$ cat src/rtl/pipe_pkg.sv
// Shared definitions for the forwarding-path operand select stage:
// source indices, buffer occupancy states and a ceil-log2 helper.
package pipe_pkg;

    localparam int unsigned FWD_SRC_RF    = 0;
    localparam int unsigned FWD_SRC_EXMEM = 1;
    localparam int unsigned FWD_SRC_MEMWB = 2;

    typedef enum logic [1:0] {
        BUF_EMPTY,
        BUF_ONE,
        BUF_TWO
    } buf_state_t;

    // Minimum of 1 so a select field never collapses to zero width.
    function automatic int unsigned clog2(input int unsigned n);
        int unsigned r;
        r = 0;
        for (int unsigned v = n - 1; v > 0; v = v >> 1) begin
            r = r + 1;
        end
        return (r == 0) ? 1 : r;
    endfunction

endpackage

$ cat src/rtl/fwd_skid_buf.sv
// Two-entry skid buffer with flush: main register drives the output,
// the skid register absorbs one extra entry under backpressure.
module fwd_skid_buf
    import pipe_pkg::*;
#(
    parameter int unsigned DW = 34
) (
    input  logic          clk,
    input  logic          rst,
    input  logic          flush,
    input  logic          in_valid,
    output logic          in_ready,
    input  logic [DW-1:0] in_data,
    output logic          out_valid,
    input  logic          out_ready,
    output logic [DW-1:0] out_data
);

    buf_state_t    state;
    buf_state_t    state_nx;
    logic [DW-1:0] main_q;
    logic [DW-1:0] skid_q;
    logic          skid_valid;
    logic          accept;
    logic          fire;
    logic          load_main_in;
    logic          load_main_skid;
    logic          load_skid;

    assign out_valid  = (state != BUF_EMPTY);
    assign skid_valid = (state == BUF_TWO);
    assign in_ready   = !skid_valid && !flush && !rst;
    assign accept     = in_valid && in_ready;
    assign fire       = out_valid && out_ready;
    assign out_data   = main_q;

    // Flush only clears occupancy; main_q keeps its last value on purpose.
    always_comb begin
        state_nx       = state;
        load_main_in   = 1'b0;
        load_main_skid = 1'b0;
        load_skid      = 1'b0;
        if (flush) begin
            state_nx = BUF_EMPTY;
        end else begin
            unique case (state)
                BUF_EMPTY: begin
                    if (accept) begin
                        state_nx     = BUF_ONE;
                        load_main_in = 1'b1;
                    end
                end
                BUF_ONE: begin
                    if (accept && fire) begin
                        load_main_in = 1'b1;
                    end else if (accept) begin
                        state_nx  = BUF_TWO;
                        load_skid = 1'b1;
                    end else if (fire) begin
                        state_nx = BUF_EMPTY;
                    end
                end
                BUF_TWO: begin
                    if (fire) begin
                        state_nx       = BUF_ONE;
                        load_main_skid = 1'b1;
                    end
                end
                default: state_nx = BUF_EMPTY;
            endcase
        end
    end

    always_ff @(posedge clk) begin
        if (rst) begin
            state  <= BUF_EMPTY;
            main_q <= '0;
            skid_q <= '0;
        end else begin
            state <= state_nx;
            if (load_main_in) begin
                main_q <= in_data;
            end else if (load_main_skid) begin
                main_q <= skid_q;
            end
            if (load_skid) begin
                skid_q <= in_data;
            end
        end
    end

endmodule

$ cat src/rtl/fwd_mux_stage.sv
// N-way signed operand select for the forwarding path, registered through
// a skid buffer, with sticky bad-select flag and saturating forward counter.
module fwd_mux_stage
    import pipe_pkg::*;
#(
    parameter int unsigned WIDTH  = 32,
    parameter int unsigned NUM_IN = 4,
    parameter int unsigned SEL_W  = clog2(NUM_IN),
    parameter int unsigned CNT_W  = 16
) (
    input  logic                    clk,
    input  logic                    rst,
    input  logic                    flush,
    input  logic                    in_valid,
    output logic                    in_ready,
    input  logic [SEL_W-1:0]        in_sel,
    input  logic [NUM_IN*WIDTH-1:0] in_bus,
    output logic                    out_valid,
    input  logic                    out_ready,
    output logic [WIDTH-1:0]        out_data,
    output logic [SEL_W-1:0]        out_sel,
    output logic                    sel_err,
    output logic [CNT_W-1:0]        fwd_cnt,
    input  logic                    cnt_clr
);

    localparam logic [SEL_W:0]   NUM_IN_EXT = (SEL_W + 1)'(NUM_IN);
    localparam logic [CNT_W-1:0] CNT_MAX    = '1;

    logic                   sel_ok;
    logic                   is_fwd;
    logic                   accept;
    logic [WIDTH-1:0]       sel_data;
    logic [SEL_W+WIDTH-1:0] buf_in;
    logic [SEL_W+WIDTH-1:0] buf_out;

    assign sel_ok = ({1'b0, in_sel} < NUM_IN_EXT);
    assign is_fwd = (in_sel != SEL_W'(FWD_SRC_RF));
    assign accept = in_valid && in_ready;

    // Out-of-range selects match no k and fall back to the register-file source.
    always_comb begin
        sel_data = in_bus[FWD_SRC_RF*WIDTH +: WIDTH];
        for (int unsigned k = 1; k < NUM_IN; k++) begin
            if (in_sel == SEL_W'(k)) begin
                sel_data = in_bus[k*WIDTH +: WIDTH];
            end
        end
    end

    assign buf_in = {in_sel, sel_data};

    fwd_skid_buf #(
        .DW(SEL_W + WIDTH)
    ) u_skid (
        .clk      (clk),
        .rst      (rst),
        .flush    (flush),
        .in_valid (in_valid),
        .in_ready (in_ready),
        .in_data  (buf_in),
        .out_valid(out_valid),
        .out_ready(out_ready),
        .out_data (buf_out)
    );

    assign out_sel  = buf_out[SEL_W+WIDTH-1 -: SEL_W];
    assign out_data = buf_out[WIDTH-1:0];

    always_ff @(posedge clk) begin
        if (rst) begin
            fwd_cnt <= '0;
        end else if (cnt_clr) begin
            fwd_cnt <= '0;
        end else if (accept && is_fwd && (fwd_cnt != CNT_MAX)) begin
            fwd_cnt <= fwd_cnt + 1'b1;
        end
    end

    always_ff @(posedge clk) begin
        if (rst) begin
            sel_err <= 1'b0;
        end else if (accept && !sel_ok) begin
            sel_err <= 1'b1;
        end
    end

endmodule

$ cat config.mk
export PLATFORM = sky130hd
export DESIGN_NAME = fwd_mux_stage
export DESIGN_NICKNAME = d
export VERILOG_FILES = /design/src/rtl/pipe_pkg.sv /design/src/rtl/fwd_skid_buf.sv /design/src/rtl/fwd_mux_stage.sv
export SDC_FILE = /design/constraint.sdc
export NUM_CORES = 1
export LEC_CHECK = 0
export ABC_CLOCK_PERIOD_IN_PS = 1800
export BUFFER_PORTS_ARGS = -buffer_cell sky130_fd_sc_hd__buf_2
export CORE_UTILIZATION = 44
export DETAILED_ROUTE_END_ITERATION = 8
export PLACE_DENSITY = 0.8
export SYNTH_ARGS = -nofsm -noshare
export SYNTH_HDL_FRONTEND = slang
export SYNTH_SLANG_ARGS = --single-unit
$ cat constraint.sdc
create_clock -name clk -period 1.8 [get_ports clk]
set_clock_uncertainty 0.2 [all_clocks]
set_input_delay 0.45 -clock clk [delete_from_list [all_inputs] [get_ports clk]]
set_output_delay 0.45 -clock clk [all_outputs]
set_load 0.05 [all_outputs]
Word level (Yosys, flattened, before mapping)
Index checks and enable logic that the tools add are counted.

$add $sub $neg: 1. Reductions and logical operators: 17. Equality and inequality tests: 10. Mux-type cells: 21.

Operator list (count): 32-bit two-way mux (3); 34-bit two-way mux (2); 16-bit by 1-bit adder with 16-bit output (second input constant) (1); 16-bit != test (second input constant) (1); 2-bit two-way mux (5); 1-bit two-way mux (9); 1-bit logical AND (7); 2-bit == test (second input constant) (3); 2-bit != test (second input constant) (3); 2-bit one-hot mux with 3 select lines (1); 2-bit nonzero test (3); 2-bit by 1-bit == test with 1-bit output (second input constant) (2); 4-bit AND reduction (1); 2-bit OR reduction (2); 1-bit zero test (3); 3-bit by 2-bit != test with 1-bit output (second input constant) (1); 2-bit zero test (1); 1-bit one-hot mux with 2 select lines (1).

Register bits after elaboration: 86. Input bits: 136. Output and inout port bits: 53.

Depth between registers and ports, before layout
Depth after elaboration: 10. Mapped depth: 7. Gate-level depth less buffers: 5.

By module
A second synthesis with hierarchy kept.

Cells, all modules: 507. Area total of the unflattened synthesis: 4647.0 sq um.

Modules (own cells, without submodules): fwd_skid_buf (area an instance 3072.9 sq um, cells an instance 371, instances 1); fwd_mux_stage (area an instance 1574.0 sq um, cells an instance 136, instances 1).

Worst setup path before layout
No wires, ideal clock.

Path kind: in2out. From: in rst. To: out in_ready. Slack: -0.934 ns. Path buffers: 3. Cell stages on the path: 4. Arrival: 2.084 ns. Cells stage by stage: buf_2 > clkbuf_1 > clkbuf_1 > nor3_1.

Cells in the longest elaborated chain, start to end: 2.

Ends and longest elaborated chain: from (decl) (line fwd_mux_stage.sv:12) `input logic rst,`; 1-bit zero test (line fwd_skid_buf.sv:32) `assign in_ready = !skid_valid && !flush && !rst;`; 1-bit logical AND (line fwd_skid_buf.sv:32); to (decl) (line fwd_mux_stage.sv:15) `output logic in_ready,`.

No other way between the ends.

Final worst setup path
From: reg u_skid.state[1]. To: out out_valid.

Cells in the longest elaborated chain, start to end: 1.

Ends and longest elaborated chain: from (decl) (line fwd_skid_buf.sv:19) `buf_state_t state;`; from (signal assigned) (line fwd_skid_buf.sv:80) `state <= state_nx;`; 2-bit nonzero test (line fwd_skid_buf.sv:30) `assign out_valid = (state != BUF_EMPTY);`; to (decl) (line fwd_mux_stage.sv:18) `output logic out_valid,`.

No other way between the ends.

==> metrics.yaml <==
synthesis:
  yosysWarningCount: 0
  ys_seq_area_frac: 0.3722
  synth_nets: 609
  yosys-top-cells-count: "86 x dfxtp_1, 85 x nand2_1, 44 x mux2i_1"
  synth_top_cell_by_area: "dfxtp_1"
  synthTopCellsByArea: "dfxtp_1 37%, mux4_2 16%, mux2i_1 9.5%"
  ys_types: 47
  synth_top_cell_area_share: 0.3722
  async_flop_share: 0
  syn_avg_cell_area_um2: 9.800
  syn_inst: 472
  ys_ff_latch: 86
  netlist_area_mm2: 0.004626
  yosys.cell_count.top_type: "dfxtp_1"
  synth-edff-count: 0
  ys.flop_type: "dfxtp_1"
drt:
  via_per_inst: 5.594
  first_pass_iters: 4
  drc: 0
  routed_wl_mm: 13.60
  vias: 4537
  routedWlPerCell_um: 16.77
  drtAntennaViolNets: 0
  drt_first_iter_violations: 173
critical_path:
  worstSetupStartpointType: "flip-flop"
  end_kind: "output pin"
  crit_buf_inv: 1
  max_stage_delay_ns: 0.36
  r2r-start: "fwd_cnt[0]"
  path_cells: "or2_2 -> buf_6"
  cp.depth: 2
  crit_fanout: 4
  rr_worst_depth: 5
  cp_top_family: "flip-flops"
  r2r_slack_ns: 0.03
  critical_path.reg2reg.endpoint: "fwd_cnt[6]"
  cp_slowest_cell: "dfxtp_4"
  crit_arrival_ns: 1.17
  critPathRequiredTime_ns: 1.15
  path_class: "flip-flop to output pin"
timing:
  rsz0062_at_grt: "yes"
  setup_viol: 2
  fmax_mhz: 549.2
  fin_ws_ns: -0.02089
  slew_viol_final: 0
  worst_slew_pin_slew_ns: 0.5588
  min_period_ns: 1.821
  finalHoldViolations: 0
  slew_headroom: 0.6266
  period_share: 1.012
placement:
  post-dp-hpwl_mm: 9.573
  routabilityCongestion: 0.8694
  placed_cells: 785
  portBuffers: 187
  placed_cell_area_mm2: 0.005871
layout:
  fillCellCount: 908
  seq_area_mm2: 0.001764
  multi_input_area_mm2: 0.002803
  final_cells: 811
  drive_above_1_share: 0.4837
  final_cell_area_mm2: 0.006362
  area_delta_synth_final_pct: 37.54
  final_nets: 806
  postLayoutCoreUtil: 0.6191
die:
  die_w_um: 104.5
  core-area_mm2: 0.01028
  die_height_um: 104.5
  core.rowCount: 37
  dieArea_mm2: 0.01093
  start_util: 0.4501
  num_io_pins: 189
power_and_ir_drop:
  ir_drop_uv: 409.6
  total_power_mw: 4.174
  p_clk_frac: 0.344
  pwr-share-comb: 0.185
  intPower_mw: 3.009
  power_switching_mw: 1.165
  p_per_area_mw_per_mm2: 656.0
  p_leak_nw: 2.515
  pwr-share-seq: 0.470
  switching_share: 0.2792
global_routing:
  grt_pass1_vias: 4500
  overflow: 0
  grt_max_degree: 51
  grt_pass1_wl_mm: 21.17
  grtUsageTotal: 0.2422
  antenna_found_initial: 1
outcome:
  status: "finished, violations left"
  violations: "setup timing"
hold_path:
  holdPathStages: 2
  holdPathEnd: "u_skid.state[1]"
  min_from: "out_ready"
  worstHoldPathType: "input pin to flip-flop"
clocking:
  worstSkewPairLatency_ns: 0.35
  tritoncts: "built"
  clockRootBuffer: "clkbuf_8"
  cts_buffers: 9
  numClockSinks: 86
  cts_buffer_depth: 2
  h-tree-depth: 3
  ctsHoldBuffers: 0
  clk_pin_slew_ns: 0.08
flow_run:
  maxCapViolCount: 0
-- cells in the final DEF (no fill, tap or decap), types with 4 or more instances in the layout --
| cell | synthesis | final |
|---|---|---|
| and4_4 | 3 | 4 |
| mux2i_1 | 44 | 43 |
| dfxtp_2 | 0 | 10 |
| mux4_2 | 32 | 32 |
| buf_4 | 7 | 24 |
| buf_12 | 3 | 8 |
| nor2_1 | 36 | 36 |
| buf_2 | 10 | 185 |
| dfxtp_4 | 0 | 8 |
| dfxtp_1 | 86 | 68 |
| nand4_1 | 4 | 4 |
| clkbuf_8 | 0 | 11 |
| nand3_1 | 8 | 8 |
| nor4_4 | 1 | 5 |
| a21oi_1 | 42 | 41 |
| a211oi_1 | 34 | 33 |
| or3_1 | 8 | 8 |
| buf_6 | 2 | 6 |
| nand2_1 | 85 | 85 |
-- cell families (layout without fill, tap and decap cells) --
logic type	after synthesis	after routing	synth area share
AO/OA/AOI/OAI	85	85	0.1147
adder cells (fa/ha/maj)	1	1	0.002704
buffers and inverters	43	245	0.05707
flip-flops	86	86	0.3722
multiplexers	76	76	0.2510
other	1	2	0.0008107
AND/OR/NAND/NOR	180	180	0.2015
-- repair_timing --
item,4_1_cts,5_1_grt
setup buffers,3,5
gates cloned,0,2
pin swaps,2,14
gates resized for setup,9,30
setup endpoints to repair,11,54
-- worst register-to-register path, stage by stage, from the launching register on --
cell,delay (ns)
dfxtp_4,0.39
ha_4,0.14
buf_4,0.12
clkinvlp_4,0.14
or4_4,0.55
a21oi_2,0.15
-- state kept, by name, summed over array words and instances (netlist names) --
name	cells
u_skid.state	2
u_skid.skid_q	34
fwd_cnt	16
u_skid.out_data	34
-- worst max path at each step --
stage,start,end,slack [ns]
CTS,u_skid.state[1],in_ready,-0.09
global placement,in_sel[0],u_skid.out_data[13],-0.12
detailed placement,in_sel[0],u_skid.out_data[4],-0.16
floorplan,rst,in_ready,-0.18
global route,u_skid.state[1],in_ready,-0.08
finish,u_skid.state[1],out_valid,-0.02
-- area by class of cell --
| type | instances | area share |
|---|---|---|
| clock inverter | 4 | 0.008456 |
| antenna | 1 | 0.0003933 |
| inverter | 3 | 0.002360 |
| timing repair buffer | 226 | 0.2199 |
| sequential | 86 | 0.2773 |
| clock buffer | 12 | 0.02439 |
| multi-input combinational | 343 | 0.4405 |
| tap | 136 | 0.02675 |
-- stage by stage --
| stage | hold slack (ns) | setup WS, ns | setup TNS, ns |
|---|---|---|---|
| finish | 0.1388 | -0.02089 | -0.04164 |
| global route | 0.1443 | -0.07786 | -0.1976 |
| CTS | 0.09505 | -0.08601 | -0.1265 |
| detailed placement | 0.2461 | -0.1633 | -8.527 |
| global placement | 0.2410 | -0.1240 | -6.706 |
| floorplan | 0.2344 | -0.1804 | -0.3691 |
-- power by group through the flow --
stage          registers [mW]  clock network, mW  logic (mW)
2_1_floorplan            2.15                  0       0.344
3_3_place_gp             2.01                  0       0.733
3_5_place_dp             2.01                  0       0.756
4_1_cts                  1.96               1.47       0.763
5_1_grt                  1.97               1.54       0.825
6_report                 1.96               1.44       0.774
-- per-layer routing --
metal / vias to the layer above / wire length (µm) / global-route usage
met5: - / 0 / 0
met4: 0 / 272 / 0.09898
met3: 23 / 809 / 0.04055
met2: 179 / 7136 / 0.4342
met1: 2203 / 5378 / 0.2855
li1: 2132 / - / -
No activity file was read; power rests on OpenSTA's default activity.
